<file path="src/rtl/rob_ring.sv">
// -----------------------------------------------------------------------------
// rob_ring
//
// Reorder buffer built as a circular queue. Dispatch allocates entries in
// program order at the tail. Execution units write results back out of order
// on WB_PORTS channels, addressed by entry tag. Completed entries retire
// strictly in order from the head, at most one per cycle, onto a registered
// commit port. The commit port feeds the register file and reservation
// stations. A synchronous flush discards every entry for mispredict recovery.
//
// Parameters
//   DEPTH    number of entries (power of two, >= 2)
//   DATA_W   result data width
//   NAME_W   destination register name width (name 0 = no destination)
//   WB_PORTS number of writeback channels
//   TAG_W    entry index width, derived from DEPTH
//
// Ports
//   clk           clock, all state changes on the rising edge
//   rst           asynchronous active-high reset
//   flush         synchronous discard of all entries
//   alloc_valid   dispatch requests an entry
//   alloc_name    destination register of the allocated instruction
//   alloc_ready   an entry is free (count != DEPTH)
//   alloc_tag     index the next allocation receives (tail pointer)
//   wb_valid      per-channel result valid
//   wb_tag        per-channel target entry, channel k at [k*TAG_W +: TAG_W]
//   wb_data       per-channel result, channel k at [k*DATA_W +: DATA_W]
//   commit_valid  registered: one entry retired this cycle
//   commit_name   registered destination of the retired entry
//   commit_tag    registered index of the retired entry
//   commit_data   registered result of the retired entry
//   count         occupied entries, 0..DEPTH
//   empty         count == 0
// -----------------------------------------------------------------------------
module rob_ring #(
  parameter  int DEPTH    = 16,
  parameter  int DATA_W   = 32,
  parameter  int NAME_W   = 5,
  parameter  int WB_PORTS = 2,
  localparam int TAG_W    = $clog2(DEPTH)
) (
  input  logic                         clk,
  input  logic                         rst,
  input  logic                         flush,
  input  logic                         alloc_valid,
  input  logic [NAME_W-1:0]            alloc_name,
  output logic                         alloc_ready,
  output logic [TAG_W-1:0]             alloc_tag,
  input  logic [WB_PORTS-1:0]          wb_valid,
  input  logic [WB_PORTS*TAG_W-1:0]    wb_tag,
  input  logic [WB_PORTS*DATA_W-1:0]   wb_data,
  output logic                         commit_valid,
  output logic [NAME_W-1:0]            commit_name,
  output logic [TAG_W-1:0]             commit_tag,
  output logic [DATA_W-1:0]            commit_data,
  output logic [TAG_W:0]               count,
  output logic                         empty
);

  localparam logic [TAG_W:0]   FULL_CNT = (TAG_W+1)'(DEPTH);
  localparam logic [TAG_W:0]   CNT_ONE  = (TAG_W+1)'(1);
  localparam logic [TAG_W-1:0] TAG_ONE  = TAG_W'(1);

  // Per-entry state
  logic [DEPTH-1:0]  busy_q, busy_d;
  logic [DEPTH-1:0]  done_q, done_d;
  logic [NAME_W-1:0] name_q [DEPTH];
  logic [NAME_W-1:0] name_d [DEPTH];
  logic [DATA_W-1:0] data_q [DEPTH];
  logic [DATA_W-1:0] data_d [DEPTH];

  // Ring pointers and occupancy
  logic [TAG_W-1:0] head_q, head_d;
  logic [TAG_W-1:0] tail_q, tail_d;
  logic [TAG_W:0]   count_q, count_d;

  // Registered commit port
  logic              commit_valid_q, commit_valid_d;
  logic [NAME_W-1:0] commit_name_q, commit_name_d;
  logic [TAG_W-1:0]  commit_tag_q, commit_tag_d;
  logic [DATA_W-1:0] commit_data_q, commit_data_d;

  // Unpacked writeback channels
  logic [TAG_W-1:0]  wb_tag_s  [WB_PORTS];
  logic [DATA_W-1:0] wb_data_s [WB_PORTS];

  logic alloc_fire_s;
  logic commit_fire_s;

  // Split the packed writeback buses into per-channel fields
  always_comb begin
    for (int k = 0; k < WB_PORTS; k++) begin
      wb_tag_s[k]  = wb_tag[k*TAG_W +: TAG_W];
      wb_data_s[k] = wb_data[k*DATA_W +: DATA_W];
    end
  end

  // Readiness depends only on registered count. A commit in the same cycle
  // does not reopen a full ring until the following cycle.
  assign alloc_ready = (count_q != FULL_CNT);
  assign alloc_tag   = tail_q;
  assign empty       = (count_q == {(TAG_W+1){1'b0}});

  // Flush suppresses every state-changing event in its cycle
  assign alloc_fire_s  = alloc_valid & alloc_ready & ~flush;
  assign commit_fire_s = busy_q[head_q] & done_q[head_q] & ~flush;

  // Entry next-state: writeback, then retire at head, then allocate at tail
  always_comb begin
    busy_d = busy_q;
    done_d = done_q;
    for (int i = 0; i < DEPTH; i++) begin
      name_d[i] = name_q[i];
      data_d[i] = data_q[i];
    end

    if (flush) begin
      busy_d = {DEPTH{1'b0}};
      done_d = {DEPTH{1'b0}};
    end else begin
      // Ascending channel order lets the highest channel win a tag collision.
      // Only busy_q is consulted, so an entry allocated this cycle cannot
      // take a result until the next cycle.
      for (int k = 0; k < WB_PORTS; k++) begin
        if (wb_valid[k] && busy_q[wb_tag_s[k]]) begin
          done_d[wb_tag_s[k]] = 1'b1;
          data_d[wb_tag_s[k]] = wb_data_s[k];
        end else begin
          done_d[wb_tag_s[k]] = done_d[wb_tag_s[k]];
        end
      end

      if (commit_fire_s) begin
        busy_d[head_q] = 1'b0;
        done_d[head_q] = 1'b0;
      end else begin
        busy_d[head_q] = busy_d[head_q];
      end

      // The tail entry is free whenever alloc fires, so the retire above
      // never lands on the same slot.
      if (alloc_fire_s) begin
        busy_d[tail_q] = 1'b1;
        done_d[tail_q] = 1'b0;
        name_d[tail_q] = alloc_name;
      end else begin
        busy_d[tail_q] = busy_d[tail_q];
      end
    end
  end

  // Pointer and occupancy next-state
  always_comb begin
    head_d  = head_q;
    tail_d  = tail_q;
    count_d = count_q;

    if (flush) begin
      head_d  = {TAG_W{1'b0}};
      tail_d  = {TAG_W{1'b0}};
      count_d = {(TAG_W+1){1'b0}};
    end else begin
      if (commit_fire_s) begin
        head_d = head_q + TAG_ONE;
      end else begin
        head_d = head_q;
      end

      if (alloc_fire_s) begin
        tail_d = tail_q + TAG_ONE;
      end else begin
        tail_d = tail_q;
      end

      case ({alloc_fire_s, commit_fire_s})
        2'b10:   count_d = count_q + CNT_ONE;
        2'b01:   count_d = count_q - CNT_ONE;
        default: count_d = count_q;
      endcase
    end
  end

  // Commit port next-state; payload holds its value on idle cycles
  always_comb begin
    commit_valid_d = 1'b0;
    commit_name_d  = commit_name_q;
    commit_tag_d   = commit_tag_q;
    commit_data_d  = commit_data_q;

    if (commit_fire_s) begin
      commit_valid_d = 1'b1;
      commit_name_d  = name_q[head_q];
      commit_tag_d   = head_q;
      commit_data_d  = data_q[head_q];
    end else begin
      commit_valid_d = 1'b0;
    end
  end

  // State registers with asynchronous reset
  always_ff @(posedge clk or posedge rst) begin
    if (rst) begin
      busy_q         <= {DEPTH{1'b0}};
      done_q         <= {DEPTH{1'b0}};
      for (int i = 0; i < DEPTH; i++) begin
        name_q[i] <= {NAME_W{1'b0}};
        data_q[i] <= {DATA_W{1'b0}};
      end
      head_q         <= {TAG_W{1'b0}};
      tail_q         <= {TAG_W{1'b0}};
      count_q        <= {(TAG_W+1){1'b0}};
      commit_valid_q <= 1'b0;
      commit_name_q  <= {NAME_W{1'b0}};
      commit_tag_q   <= {TAG_W{1'b0}};
      commit_data_q  <= {DATA_W{1'b0}};
    end else begin
      busy_q         <= busy_d;
      done_q         <= done_d;
      for (int i = 0; i < DEPTH; i++) begin
        name_q[i] <= name_d[i];
        data_q[i] <= data_d[i];
      end
      head_q         <= head_d;
      tail_q         <= tail_d;
      count_q        <= count_d;
      commit_valid_q <= commit_valid_d;
      commit_name_q  <= commit_name_d;
      commit_tag_q   <= commit_tag_d;
      commit_data_q  <= commit_data_d;
    end
  end

  assign commit_valid = commit_valid_q;
  assign commit_name  = commit_name_q;
  assign commit_tag   = commit_tag_q;
  assign commit_data  = commit_data_q;
  assign count        = count_q;

endmodule

</file>
<file path="config.mk">
export PLATFORM = sky130hd
export DESIGN_NAME = rob_ring
export DESIGN_NICKNAME = d
export VERILOG_FILES = /design/src/rtl/rob_ring.sv
export SDC_FILE = /design/constraint.sdc
export NUM_CORES = 2
export LEC_CHECK = 0
export ABC_AREA = 1
export CORE_MARGIN = 2
export CORE_UTILIZATION = 36
export DETAILED_ROUTE_END_ITERATION = 16
export PLACE_DENSITY_LB_ADDON = 0.1
export SYNTH_ARGS = -nofsm -noshare
export SYNTH_HDL_FRONTEND = slang
export SYNTH_SLANG_ARGS = --single-unit
</file>
<file path="constraint.sdc">
create_clock -name clk -period 24.4 [get_ports clk]
set_input_delay 3.66 -clock clk [delete_from_list [all_inputs] [get_ports clk]]
set_output_delay 3.66 -clock clk [all_outputs]
set_load 0.03 [all_outputs]
</file>
==> impl_metrics.json <==
{
  "cts_resized": 0,
  "hold_class": "flip-flop to flip-flop",
  "n_fill_cell": 12530,
  "ys_seq_elements": 679,
  "syn-instance-count": 6032,
  "r2r-end": "busy_q[0]$_DFF_PP0_",
  "antenna_found_initial": 14,
  "worstSkewPairLatency_ns": 0.69,
  "rsz0062_at_grt": "no",
  "slew_violations": 0,
  "viasPerCell": 5.751,
  "finalHoldViolCount": 0,
  "synth_top_cell_area_share_pct": 39.16,
  "avgSynthCellArea_um2": 7.194,
  "synth_top_cell_by_area": "dfrtp_1",
  "clock_path_buffers": 3,
  "postCtsSetupBuffers": 0,
  "cellPowerDensity_nw_per_um2": 67.64,
  "setup_tns_ns": 0,
  "grt_max_degree": 192,
  "rows": 127,
  "drive_above_1_share_pct": 5.618,
  "multiInputGateArea_um2": 20970,
  "synth_common_cells": "inv_1, nand2_1, dfrtp_1",
  "synth.distinct_cells": 41,
  "crit_fanout": 157,
  "period_needed_ns": 8.548,
  "route.detailed.drc": 0,
  "cts_made_buffers": 86,
  "min_from": "commit_data[31]$_DFFE_PP0P_",
  "r2r_cells": 20,
  "first_global_vias": 39540,
  "postRouteWirelength_um": 183700,
  "first_pass_iters": 6,
  "top_usage_layer": "met2",
  "area_growth_syn_to_layout_pct": 10.69,
  "finalSetupViolCount": 0,
  "grt_first_pass_wirelength_um": 272200,
  "clk_pin_slew_worst_paths_ns": 0.06,
  "crit_top_cell": "buf_4",
  "status": "completed",
  "die_area_um2": 123300,
  "whs_path_depth": 2,
  "yosys_warnings": 0,
  "cp.arrival_ns": 9.08,
  "cts_tree": "done",
  "whs_endpoint": "commit_data[31]$_DFFE_PP0P_",
  "start_kind": "input port",
  "path_class": "input port to flip-flop",
  "power_leakage_uw": 0.02156,
  "dr.first_iter.drc_count": 4831,
  "tightestPinTransition_ns": 1.307,
  "cts_sinks": 679,
  "gr-total-overflow": 0,
  "wire_per_inst_um": 24.76,
  "initial_core_util_pct": 36.22,
  "path_cells": "clkdlybuf4s50_1 -> inv_2 -> nand2_1 -> o22ai_1 -> o21ai_0 -> nand4_1 -> nand2_2 -> clkinv_8 -> buf_4 -> buf_4 -> nand2_2 -> buf_4 -> o21ai_0 -> a21oi_1 -> o22ai_1",
  "synth_edf_count": 0,
  "seq_area_um2": 17000,
  "io_pins": 136,
  "cap_viol_max_count": 0,
  "async_reset_ff_share_pct": 100.0,
  "hpwl_um": 99530,
  "post-route-period-util_pct": 35.03,
  "io_buffers": 135,
  "max_stage_delay_ns": 0.76,
  "die-height_um": 351.2,
  "core_region_area_um2": 119800,
  "synth_area_um2": 43390,
  "cts_max_level": 3,
  "die_w_um": 351.2,
  "ir_drop_v": 0.00004965,
  "nNetsFinal": 5840,
  "synth_nets": 6127,
  "crit_slowest_cell": "clkdlybuf4s50_1",
  "synth_area_leaders": "dfrtp_1, o211ai_1, inv_1, nand2_1, o21ai_0",
  "timing.hold.ws_ns": 0.4790,
  "cts_root_buffer": "clkbuf_16",
  "ys_seq_area_share_pct": 39.16,
  "vias": 42680,
  "relSlewSlack_pct": 12.58,
  "r2r_start": "head_q[1]$_DFFE_PP0P_",
  "place.gp.congestion": 0.8712,
  "cp-end-kind": "flip-flop",
  "use_met2_pct": 44.62,
  "cp.required_ns": 24.93,
  "synth-main-ff-cell": "dfrtp_1",
  "grt_usage_pct": 29.29,
  "r2r_setup_slack_ns": 19.21,
  "use_met3_pct": 4.685,
  "fmax_ghz": 0.1170,
  "fin_total_pwr_uw": 3249,
  "grtUsageMet1_pct": 42.13,
  "ant_nets": 0,
  "yosysMostFrequentCell": "inv_1",
  "fin_skew_ns": 0.03425,
  "hold_buffers": 0
}
-- placed cells by master (no fill, tap or decap), types with 12 or more instances in the layout --
cell type | Yosys | final
o211ai_1 | 489 | 489
clkdlybuf4s50_1 | 0 | 134
o21ai_0 | 574 | 574
clkinv_2 | 0 | 13
a22oi_1 | 179 | 179
clkbuf_16 | 0 | 88
o221ai_1 | 16 | 16
a31oi_1 | 309 | 309
buf_4 | 20 | 68
dfrtp_1 | 679 | 677
mux2_2 | 44 | 44
o31ai_1 | 17 | 17
nor2_2 | 22 | 22
nand3_1 | 361 | 361
nand2_1 | 824 | 797
nand2_2 | 2 | 12
clkbuf_8 | 0 | 19
nor2_1 | 456 | 446
o22ai_1 | 30 | 30
nand2_4 | 0 | 17
clkbuf_1 | 433 | 22
inv_1 | 882 | 877
o41ai_1 | 36 | 35
a21oi_1 | 480 | 480
-- worst max-delay path: cells and delay by family --
family | cells | cell delay (ns)
buffers and inverters | 6 | 3.04
AOI/OAI and AO/OA | 5 | 0.74
and+or+nand+nor | 4 | 1.40
-- worst max-delay path by stage --
| stage | start | endpoint | slack [ns] | cells past startpoint |
|---|---|---|---|---|
| after floorplan | rst | alloc_tag[0]$_DFFE_PP0P_ | 1.71 | 1 |
| after global placement | wb_tag[4] | data_q[76]$_DFFE_PP0N_ | 15.25 | 15 |
| after detailed placement | wb_tag[4] | data_q[81]$_DFFE_PP0N_ | 15.22 | 15 |
| after CTS | wb_tag[4] | data_q[81]$_DFFE_PP0N_ | 15.92 | 15 |
| after global routing | wb_tag[4] | data_q[81]$_DFFE_PP0N_ | 15.47 | 15 |
| final | wb_tag[4] | data_q[77]$_DFFE_PP0N_ | 15.85 | 15 |
-- registers in the layout (all words and copies together) (netlist names) --
name          cells
data_q          512
name_q           80
commit_data      32
busy_q           16
done_q           16
commit_name       5
count             5
alloc_tag         4
commit_tag        4
head_q            4
commit_valid      1
-- area by class of cell --
class	count	share of cell area (%)
Antenna cell	7	0.03647
Inverter	890	7.038
Tap cell	1612	4.199
Clock inverter	18	0.3621
Multi-Input combinational cell	3881	43.65
Sequential cell	679	35.39
Timing Repair Buffer	207	4.051
Clock buffer	128	5.272
-- kinds of logic after synthesis --
group | after synthesis | share of synthesized area [%]
AO/OA/AOI/OAI | 2142 | 30.19
AND/OR/NAND/NOR | 1680 | 15.93
buffers and inverters | 1472 | 13.16
flip-flops | 679 | 39.16
multiplexers | 44 | 1.142
adder cells (fa/ha/maj) | 12 | 0.3633
XOR/XNOR | 3 | 0.06056
-- metrics by stage --
| stage | setup WS (ns) | util [%] | instances | instance area (µm²) |
|---|---|---|---|---|
| 2_1_floorplan | 1.705 | - | 6032 | 43390 |
| 3_3_place_gp | 15.25 | 37.82 | 7269 | 45310 |
| 3_5_place_dp | 15.22 | 37.82 | 7269 | 45310 |
| 4_1_cts | 15.92 | 40.08 | 7415 | 48010 |
| 5_1_grt | 15.47 | 40.08 | 7417 | 48020 |
| 6_report | 15.85 | 40.09 | 7422 | 48030 |
-- routing by layer --
layer	routed length (µm)	share of wire, %
met5	64	0.035
met4	5937	3.2
met3	12790	7.0
met2	80540	44
met1	84410	46
-- where the power goes --
group	switching (µW)	internal (µW)	total [µW]
Sequential	86.7	1290	1380
Clock	545	734	1280
Combinational	361	232	593
Total	992	2260	3250
Note: power is estimated with default switching activity, not from simulation.
